--- src/rtl/acu_reservation_station_pkg.sv ---
// -----------------------------------------------------------------------------
// rv32i_types
//   Types shared by the ACU reservation station and its ALU.
//   acu_op_t   : ALU operation. Encodings 10..15 are undefined.
//   sal_t      : {tag, rdy, data}. Used for operands, broadcast results and
//                station results. data is meaningful only when rdy=1.
//   rs_entry_t : one reservation-station slot.
// -----------------------------------------------------------------------------
package rv32i_types;

  localparam int XLEN  = 32;
  localparam int TAG_W = 4;

  typedef enum logic [3:0] {
    ACU_ADD  = 4'd0,
    ACU_SUB  = 4'd1,
    ACU_SLL  = 4'd2,
    ACU_SLT  = 4'd3,
    ACU_SLTU = 4'd4,
    ACU_XOR  = 4'd5,
    ACU_SRL  = 4'd6,
    ACU_SRA  = 4'd7,
    ACU_OR   = 4'd8,
    ACU_AND  = 4'd9
  } acu_op_t;

  typedef struct packed {
    logic [TAG_W-1:0] tag;
    logic             rdy;
    logic [XLEN-1:0]  data;
  } sal_t;

  typedef struct packed {
    logic             busy;
    acu_op_t          op;
    logic [TAG_W-1:0] rob_tag;
    sal_t             src1;
    sal_t             src2;
  } rs_entry_t;

  // An entry may issue once it holds an instruction and both operands.
  function automatic logic entry_ready(rs_entry_t e);
    return e.busy & e.src1.rdy & e.src2.rdy;
  endfunction

endpackage

--- src/rtl/acu_reservation_station_alu.sv ---
// -----------------------------------------------------------------------------
// acu_alu
//   Purely combinational ALU shared by all station entries.
//   op_i     : operation
//   a_i, b_i : operands; shifts use b_i[4:0] as the amount
//   result_o : result modulo 2^width; undefined ops give 0
// -----------------------------------------------------------------------------
module acu_alu
  import rv32i_types::*;
#(
  parameter int width = 32
) (
  input  acu_op_t          op_i,
  input  logic [width-1:0] a_i,
  input  logic [width-1:0] b_i,
  output logic [width-1:0] result_o
);

  logic [4:0] shamt;
  assign shamt = b_i[4:0];

  always_comb begin
    result_o = '0;
    case (op_i)
      ACU_ADD:  result_o = a_i + b_i;
      ACU_SUB:  result_o = a_i - b_i;
      ACU_SLL:  result_o = a_i << shamt;
      ACU_SRL:  result_o = a_i >> shamt;
      ACU_SRA:  result_o = width'($signed(a_i) >>> shamt);
      ACU_SLT:  result_o = {{(width-1){1'b0}}, ($signed(a_i) < $signed(b_i))};
      ACU_SLTU: result_o = {{(width-1){1'b0}}, (a_i < b_i)};
      ACU_XOR:  result_o = a_i ^ b_i;
      ACU_OR:   result_o = a_i | b_i;
      ACU_AND:  result_o = a_i & b_i;
      default:  result_o = '0;
    endcase
  end

endmodule

--- src/rtl/acu_reservation_station.sv ---
// -----------------------------------------------------------------------------
// acu_reservation_station
//   Holds ROB-dispatched ALU instructions until both operands are ready,
//   snoops the ROB broadcast bus for missing operands, issues one ready entry
//   per cycle (lowest index first) to a shared ALU and returns the result in
//   the issuing slot of acu_rs_o for exactly one cycle.
//
//   clk, rst          : clock, asynchronous active-high reset
//   load              : dispatch strobe from the ROB
//   rd_tag, op        : ROB tag and operation of the dispatched instruction
//   src1, src2        : operands {tag, rdy, data}
//   rob_broadcast_bus : completed ROB results, indexed by ROB tag
//   acu_rs_o          : per-slot result, valid for one cycle when rdy=1
//   stall             : all entries busy; dispatch must be held off
//
//   sal_t data is XLEN bits, so width must stay equal to XLEN.
// -----------------------------------------------------------------------------
module acu_reservation_station
  import rv32i_types::*;
#(
  parameter int width    = 32,
  parameter int size     = 8,
  parameter int rob_size = 8
) (
  input  logic             clk,
  input  logic             rst,
  input  logic             load,
  input  logic [TAG_W-1:0] rd_tag,
  input  acu_op_t          op,
  input  sal_t             src1,
  input  sal_t             src2,
  input  sal_t             rob_broadcast_bus [rob_size],
  output sal_t             acu_rs_o          [size],
  output logic             stall
);

  localparam int IDX_W = (size > 1) ? $clog2(size) : 1;
  localparam int BUS_W = (rob_size > 1) ? $clog2(rob_size) : 1;

  rs_entry_t entries_q [size];
  rs_entry_t entries_d [size];
  sal_t      out_q     [size];
  sal_t      out_d     [size];

  logic [size-1:0]  busy_vec;
  logic [size-1:0]  ready_vec;
  logic             issue_valid;
  logic [IDX_W-1:0] issue_idx;
  logic [IDX_W-1:0] free_idx;

  acu_op_t          issue_op;
  logic [width-1:0] issue_a;
  logic [width-1:0] issue_b;
  logic [TAG_W-1:0] issue_tag;
  logic [width-1:0] alu_result;

  // Broadcast tags are implied by the bus index and never read.
  logic unused_bus_tags;

  // Returns the operand with bus data captured if it is still waiting and
  // its producer is broadcasting this cycle. Out-of-range tags never match.
  function automatic sal_t snoop(sal_t s);
    sal_t r;
    r = s;
    if (!s.rdy && (int'(s.tag) < rob_size) &&
        rob_broadcast_bus[s.tag[BUS_W-1:0]].rdy) begin
      r.rdy  = 1'b1;
      r.data = rob_broadcast_bus[s.tag[BUS_W-1:0]].data;
    end
    return r;
  endfunction

  always_comb begin
    unused_bus_tags = 1'b0;
    for (int i = 0; i < rob_size; i++) begin
      unused_bus_tags = unused_bus_tags ^ (^rob_broadcast_bus[i].tag);
    end
  end

  always_comb begin
    busy_vec  = '0;
    ready_vec = '0;
    for (int i = 0; i < size; i++) begin
      busy_vec[i]  = entries_q[i].busy;
      ready_vec[i] = entry_ready(entries_q[i]);
    end
  end

  // An issuing entry is still busy this cycle, so stall ignores issue.
  assign stall = &busy_vec;

  // Lowest-index priority: scan downwards so the last hit is the lowest.
  always_comb begin
    issue_valid = 1'b0;
    issue_idx   = '0;
    free_idx    = '0;
    for (int i = size - 1; i >= 0; i--) begin
      if (ready_vec[i]) begin
        issue_valid = 1'b1;
        issue_idx   = IDX_W'(i);
      end
      if (!busy_vec[i]) begin
        free_idx = IDX_W'(i);
      end
    end
  end

  always_comb begin
    issue_op  = entries_q[issue_idx].op;
    issue_a   = entries_q[issue_idx].src1.data;
    issue_b   = entries_q[issue_idx].src2.data;
    issue_tag = entries_q[issue_idx].rob_tag;
  end

  acu_alu #(
    .width (width)
  ) u_alu (
    .op_i     (issue_op),
    .a_i      (issue_a),
    .b_i      (issue_b),
    .result_o (alu_result)
  );

  always_comb begin
    // NOTE: every output of this block is given a full default first, so no
    // path leaves a value unassigned and no latch is inferred.
    entries_d = entries_q;
    for (int i = 0; i < size; i++) begin
      out_d[i] = '0;
    end

    // Wakeup: issue reads registered rdy, so a woken operand issues next edge.
    for (int i = 0; i < size; i++) begin
      if (entries_q[i].busy) begin
        entries_d[i].src1 = snoop(entries_q[i].src1);
        entries_d[i].src2 = snoop(entries_q[i].src2);
      end
    end

    if (issue_valid) begin
      entries_d[issue_idx] = '0;
      out_d[issue_idx]     = '{tag: issue_tag, rdy: 1'b1, data: alu_result};
    end

    // The free slot is never the issuing slot (that one is still busy), so a
    // slot freed by issue becomes available only from the next cycle.
    if (load && !stall) begin
      entries_d[free_idx] = '{busy:    1'b1,
                              op:      op,
                              rob_tag: rd_tag,
                              src1:    snoop(src1),
                              src2:    snoop(src2)};
    end
  end

  always_ff @(posedge clk or posedge rst) begin
    if (rst) begin
      // NOTE: the entry and result arrays are control state (busy/rdy), so
      // every element is reset rather than left for software to initialise.
      for (int i = 0; i < size; i++) begin
        entries_q[i] <= '0;
        out_q[i]     <= '0;
      end
    end else begin
      // NOTE: non-blocking assignments so all state updates from the same
      // pre-edge values regardless of statement order.
      entries_q <= entries_d;
      out_q     <= out_d;
    end
  end

  assign acu_rs_o = out_q;

  // Dispatch into a full station is a ROB protocol error; it is dropped.
  always_ff @(posedge clk) begin
    if (!rst) begin
      a_no_load_when_full: assert (!(load && stall));
    end
  end

endmodule

--- config.mk ---
export PLATFORM = sky130hd
export DESIGN_NAME = acu_reservation_station
export DESIGN_NICKNAME = d
export VERILOG_FILES = /design/src/rtl/acu_reservation_station_pkg.sv /design/src/rtl/acu_reservation_station_alu.sv /design/src/rtl/acu_reservation_station.sv
export SDC_FILE = /design/constraint.sdc
export NUM_CORES = 2
export LEC_CHECK = 0
export CAP_MARGIN = 0
export CORE_MARGIN = 1
export CORE_UTILIZATION = 35
export CTS_CLUSTER_SIZE = 25
export DETAILED_ROUTE_END_ITERATION = 6
export PLACE_DENSITY = 0.61
export SETUP_SLACK_MARGIN = 0.02
export SLEW_MARGIN = 40
export SYNTH_ARGS = -nofsm -noshare
export SYNTH_HDL_FRONTEND = slang
export SYNTH_SLANG_ARGS = --single-unit
--- constraint.sdc ---
create_clock -name clk -period 44.8 [get_ports clk]
set_input_delay 8.96 -clock clk [delete_from_list [all_inputs] [get_ports clk]]
set_output_delay 8.96 -clock clk [all_outputs]
set_load 0.02 [all_outputs]
Word level (Yosys, flattened, before mapping) --
Cells that the tools add are included.
Cells by class: multiplexer cells 120, add/sub/neg operators 2, multiply operators 0, eq/ne operators 9, div/mod/pow operators 0, shift operators 3, reduce and logical (&&, ||, !) cells 60, $lt $le $gt $ge 42, bitwise logic cells 42
Operators by type and width (number):
- $bmux 37 s3 | 18
- $mux 33 | 56
- $mux 664 | 2
- $and 664x664->664 | 1
- $bwmux 664 | 1
- $not 664->664 | 1
- $mux 70 | 8
- $demux 83 s3 | 2
- $pmux 32 s10 | 1
- $and 296x296->296 | 1
- $mux 296 | 1
- $bmux 83 s3 | 1
- $mux 83 | 2
- $mux 82 | 2
- $demux 37 s3 | 1
- $ge 4x4->1 const B | 20
- $not 3->4 | 20
- $lt 4x4->1 const B | 18
- $lt 32x32->1 | 2
- $mux 3 | 16
- $logic_and 1x1->1 | 39
- $mux 37 | 1
- $add 32x32->32 | 1
- $and 32x32->32 | 1
- 16 further kinds | 62
Storage, ports and cells: bits in latches 0, bits in read-only memories 0, bits in writable memories 0, output and inout bits 297, memories 0, register bits 960

Logic depth before layout (Yosys ltp) --
word-level depth 20, gate-level depth with buffers 28, mapped depth without buffers 21

Hierarchy --
From an unflattened synthesis, not the netlist that was laid out.
Second synthesis, totals: cells, all modules 7613, area, all modules 88989.1 µm²
Modules (own cells, without submodules):
- acu_reservation_station | sequential area each 24023.0 µm², cells each 6340, instances 1, area each 80469.7 µm²
- acu_alu | sequential area each 0.0 µm², cells each 1273, instances 1, area each 8519.4 µm²

Worst setup path before layout --
No wires, ideal clock.
path kind input to register, start input port src2[33] in the netlist's numbering, end register entries_q[596] in the netlist's numbering, path slack 33506 ps, data required time 44652 ps, arrival 11146 ps, stages 9, library setup time 148 ps, buffers on the path 3, cell sequence buf_1 > mux4_2 > mux2i_1 > or3_1 > clkbuf_1 > clkbuf_1 > nor2_1 > a21oi_1 > o22ai_1
RTL lines:
- start, declared | line acu_reservation_station.sv:31 | input sal_t src2,
- end signal, assigned | line acu_reservation_station.sv:167 | entries_q <= entries_d;
- end, declared | line acu_reservation_station.sv:40 | rs_entry_t entries_q [size];

==> Implementation_results.wiki <==
{| class="wikitable"
! Metric !! Value
|-
| Achievable clock frequency || between 80 and 90 MHz
|-
| Final Setup Violations || 0
|-
| Starting density of the core || 35.32%
|-
| Crit-path max FO || 44
|-
| Capturing element type of the critical path || flop
|-
| GP Congestion || roughly 1
|-
| Count of fill cells added during filler insertion || about 23,000
|-
| Hold buffers post-CTS || 0
|-
| Most common cell after layout, fill and taps aside || sky130_fd_sc_hd__mux4_2
|-
| Drt total wl || between 400,000 and 500,000 um
|-
| Max-slew violation count || 0
|-
| Signed area change from the synthesized netlist to the final layout || 15.71%
|-
| Instance count of the mapped netlist || ~8,100
|-
| Wire length per cell after detailed routing || between 30 and 40 um
|-
| Cell Rows || approximately 180
|-
| Quantity of I/O buffers inserted on ports || about 650
|-
| Number of DRC violations after detailed-routing iteration 0 || ~13,000
|-
| Die outline area || ~250,000 um^2
|-
| Max-slew headroom at the worst pin || a little under a third
|-
| Number of antenna violations at the first check in global routing || between 50 and 60
|-
| Sinks on Clock Net || 960
|-
| Number of buffers inserted during clock tree synthesis || approximately 110
|-
| Ratio of cells with drive above 1 in the final layout || between 20% and 30%
|-
| Crit path launch type || input port
|-
| YS warnings || 0
|-
| Source of the worst hold timing path || entries_q[656]$_DFF_PP0_
|-
| Required time of the worst setup path || 45,420 ps
|-
| Number of detailed-route iterations in the first pass || 7
|-
| CP Data Arrival Time || around 13,000 ps
|-
| Synthesized cell area || 86,150 um^2
|-
| Clock root buffer || sky130_fd_sc_hd__clkbuf_16
|-
| Worst clock skew || approximately 77 ps
|-
| Routed vias/inst || approximately 7.2
|-
| Worst Hold Endpoint || entries_q[656]$_DFF_PP0_
|-
| End of the worst register-to-register path || acu_rs_o[98]$_DFF_PP0_
|-
| Number of distinct library cell variants in the gate-level netlist after synthesis || about 110
|-
| Overall die width || 498.1 um
|-
| Post_cts resized || 0
|-
| R2R Setup Slk || approximately 35,000 ps
|-
| CTS tree || yes
|-
| CTS clock-pin slew for the worst setup and hold paths || approximately 60 ps
|-
| Period Utilization, post-route || 27.45%
|-
| RSZ-0062 raised after global routing || no
|-
| Number of nets in the layout || 8,491
|-
| Worst reg2reg path startpoint || busy_vec[0]$_DFF_PP0_
|-
| Setup repair bufs after CTS || 0
|-
| Total overflow reported by the global router || 0
|-
| Via count of the first global-routing pass || 80,030
|-
| Sequential Area || between 20,000 and 25,000 um^2
|-
| Violations in the final reports || DRC
|-
| Depth of the worst register-to-register path || 23
|-
| Final hold viol count || 0
|-
| Post-Syn Area per Cell || about 11 um^2
|-
| Number of nets produced by synthesis || 8,558
|-
| Clk Latency, worst-skew pair || about 830 ps
|-
| Remaining antenna violation count after routing || 0
|-
| CORE AREA || roughly 240,000 um^2
|-
| DP Wirelength || 269,200 um
|-
| Most used flip-flop cell after synthesis || sky130_fd_sc_hd__dfrtp_1
|-
| Post-route DRC || 5
|-
| Commonest cells after routing, fill and taps aside || 1,194 x sky130_fd_sc_hd__mux4_2, 947 x sky130_fd_sc_hd__nand2_1, 912 x sky130_fd_sc_hd__dfrtp_1, 820 x sky130_fd_sc_hd__mux2i_1, 661 x sky130_fd_sc_hd__o21ai_0
|-
| Max H-tree Level || 3
|-
| Post-synth EDFFs || 0
|-
| Number of buffers on the longest clock path || 3
|-
| Maximum capacitance violations || 0
|-
| Pin count of the biggest net entering global routing || between 100 and 150
|-
| Worst min path class || flop to flop
|-
| Area of combinational cells with multiple inputs || 58,040 um^2
|-
| Async set-or-reset flop fraction in the synthesized netlist || 100.0%
|-
| GRT Util Overall || approximately a third
|-
| Status || complete, but fails checks
|-
| Post-synthesis register bit count || 960
|-
| Vias after detailed routing || 81,830
|-
| Portion of the post-synthesis area used by sequential elements || around 28%
|-
| Crit path time final || around 12,000 ps
|-
| Fin Setup TNS || 0 ps
|-
| Start-to-end type of the worst setup path || input port to flop
|-
| Chip height || roughly 500 um
|-
| Transition time at the pin with the least slew margin || roughly 1000 ps
|-
| Worst Hold Path Cells || 2
|-
| Wire length of the first global-routing pass || about 600,000 um
|-
| Number of I/O pins || roughly 680
|}
==> worst max path at each step <==
| stage | startpoint | endpoint | depth (start not counted) |
|---|---|---|---|
| finish | rob_broadcast_bus[32] | entries_q[560]$_DFF_PP0_ | 8 |
| global placement | rob_broadcast_bus[32] | entries_q[38]$_DFF_PP0_ | 8 |
| CTS | rob_broadcast_bus[69] | entries_q[52]$_DFF_PP0_ | 8 |
| detailed placement | rob_broadcast_bus[69] | entries_q[52]$_DFF_PP0_ | 8 |
| global route | rob_broadcast_bus[69] | entries_q[560]$_DFF_PP0_ | 8 |
| floorplan | rst | acu_rs_o[0]$_DFF_PP0_ | 1 |
==> cells by family after synthesis <==
kind of cell | Yosys count | share of synthesized area (%)
fa+ha+maj | 99 | 1.455
simple gates | 1740 | 8.689
xor+xnor | 7 | 0.07117
buf+inv | 1225 | 5.775
compound gates | 2030 | 15.35
flops | 960 | 27.89
mux | 2017 | 40.78
==> synthesized netlist by cell type (8+ instances only) <==
master / n / area (um^2)
sky130_fd_sc_hd__nand2b_1: 8 / 50.05
sky130_fd_sc_hd__mux4_2: 1194 / 26890
sky130_fd_sc_hd__a22oi_1: 33 / 247.7
sky130_fd_sc_hd__nand3_1: 142 / 710.7
sky130_fd_sc_hd__buf_1: 197 / 739.5
sky130_fd_sc_hd__a2bb2oi_2: 10 / 150.1
sky130_fd_sc_hd__a211oi_1: 61 / 457.9
sky130_fd_sc_hd__inv_1: 114 / 427.9
sky130_fd_sc_hd__a31oi_1: 18 / 112.6
sky130_fd_sc_hd__a21o_1: 13 / 97.59
sky130_fd_sc_hd__a32oi_1: 27 / 236.5
sky130_fd_sc_hd__o21ai_0: 663 / 3318
sky130_fd_sc_hd__o2111ai_1: 17 / 148.9
sky130_fd_sc_hd__nor4b_1: 14 / 122.6
sky130_fd_sc_hd__o22a_1: 31 / 271.5
sky130_fd_sc_hd__ha_1: 97 / 1214
sky130_fd_sc_hd__nor3_1: 67 / 335.3
sky130_fd_sc_hd__dfrtp_1: 960 / 24020
sky130_fd_sc_hd__and3_1: 20 / 125.1
sky130_fd_sc_hd__a32oi_2: 15 / 244.0
sky130_fd_sc_hd__buf_4: 29 / 217.7
sky130_fd_sc_hd__nor4_4: 10 / 212.7
sky130_fd_sc_hd__o221ai_1: 111 / 972.2
sky130_fd_sc_hd__a311o_1: 12 / 120.1
sky130_fd_sc_hd__nand4_1: 11 / 68.82
sky130_fd_sc_hd__mux2i_1: 821 / 8218
sky130_fd_sc_hd__nor2b_1: 9 / 56.30
sky130_fd_sc_hd__and2_1: 10 / 62.56
sky130_fd_sc_hd__buf_2: 71 / 355.3
sky130_fd_sc_hd__o31ai_1: 16 / 120.1
sky130_fd_sc_hd__o21ai_1: 17 / 85.08
sky130_fd_sc_hd__o21bai_1: 10 / 75.07
sky130_fd_sc_hd__o21a_1: 9 / 67.56
sky130_fd_sc_hd__o211ai_1: 51 / 382.9
sky130_fd_sc_hd__or4_1: 8 / 60.06
sky130_fd_sc_hd__or3_1: 14 / 87.58
sky130_fd_sc_hd__a221oi_1: 51 / 446.7
sky130_fd_sc_hd__clkbuf_1: 785 / 2947
sky130_fd_sc_hd__nand2_1: 963 / 3615
sky130_fd_sc_hd__a21oi_1: 202 / 1011
sky130_fd_sc_hd__o22ai_1: 568 / 3553
sky130_fd_sc_hd__nor2_1: 413 / 1550
sky130_fd_sc_hd__nor4_1: 14 / 87.58
sky130_fd_sc_hd__buf_6: 22 / 247.7
==> critical path, cell delays in order <==
cell and delay, ps:
sky130_fd_sc_hd__clkdlybuf4s50_1 760, sky130_fd_sc_hd__mux4_2 610, sky130_fd_sc_hd__mux2i_1 190, sky130_fd_sc_hd__or3_2 670, sky130_fd_sc_hd__buf_6 670, sky130_fd_sc_hd__nor2_1 100, sky130_fd_sc_hd__a21oi_1 670, sky130_fd_sc_hd__o22ai_1 220
==> sequential cells by signal, indices dropped and copies added, names as in the netlist <==
signal,count
busy_vec,8
entries_q,656
acu_rs_o,296
==> layer usage <==
| metal | up-vias | share of wire, % | track usage (%) |
|---|---|---|---|
| li1 | 31460 | - | - |
| met1 | 40280 | 33 | 39.43 |
| met2 | 8078 | 42 | 48.34 |
| met3 | 1972 | 17 | 15.59 |
| met4 | 36 | 8.1 | 23.59 |
| met5 | - | 0.19 | 1.814 |
==> cell type report <==
class	instances	share of cell area (%)
Multi-Input combinational cell	5893	58.23
Clock buffer	151	3.193
Tap cell	3202	4.019
Inverter	120	0.4694
Timing Repair Buffer	923	9.068
Sequential cell	960	24.24
Clock inverter	55	0.7092
Antenna cell	30	0.07531
==> metrics by stage <==
step           area (um^2)  hold slack, ps  cells  util (%)  worst slack (ps)
3_3_place_gp         94500           484.2  11060     38.74             31580
6_report             99680           501.1  11330     40.87             32500
5_1_grt              99650           524.5  11320     40.86             32450
3_5_place_dp         95300           486.2  11090     39.07             31710
4_1_cts              99190           502.5  11290     40.67             32540
2_1_floorplan        86150           460.0   8078         -              8838
Power is left out: the tool's default activity adds up to more than one toggle a clock period on the data nets, which glitch-free logic cannot reach.
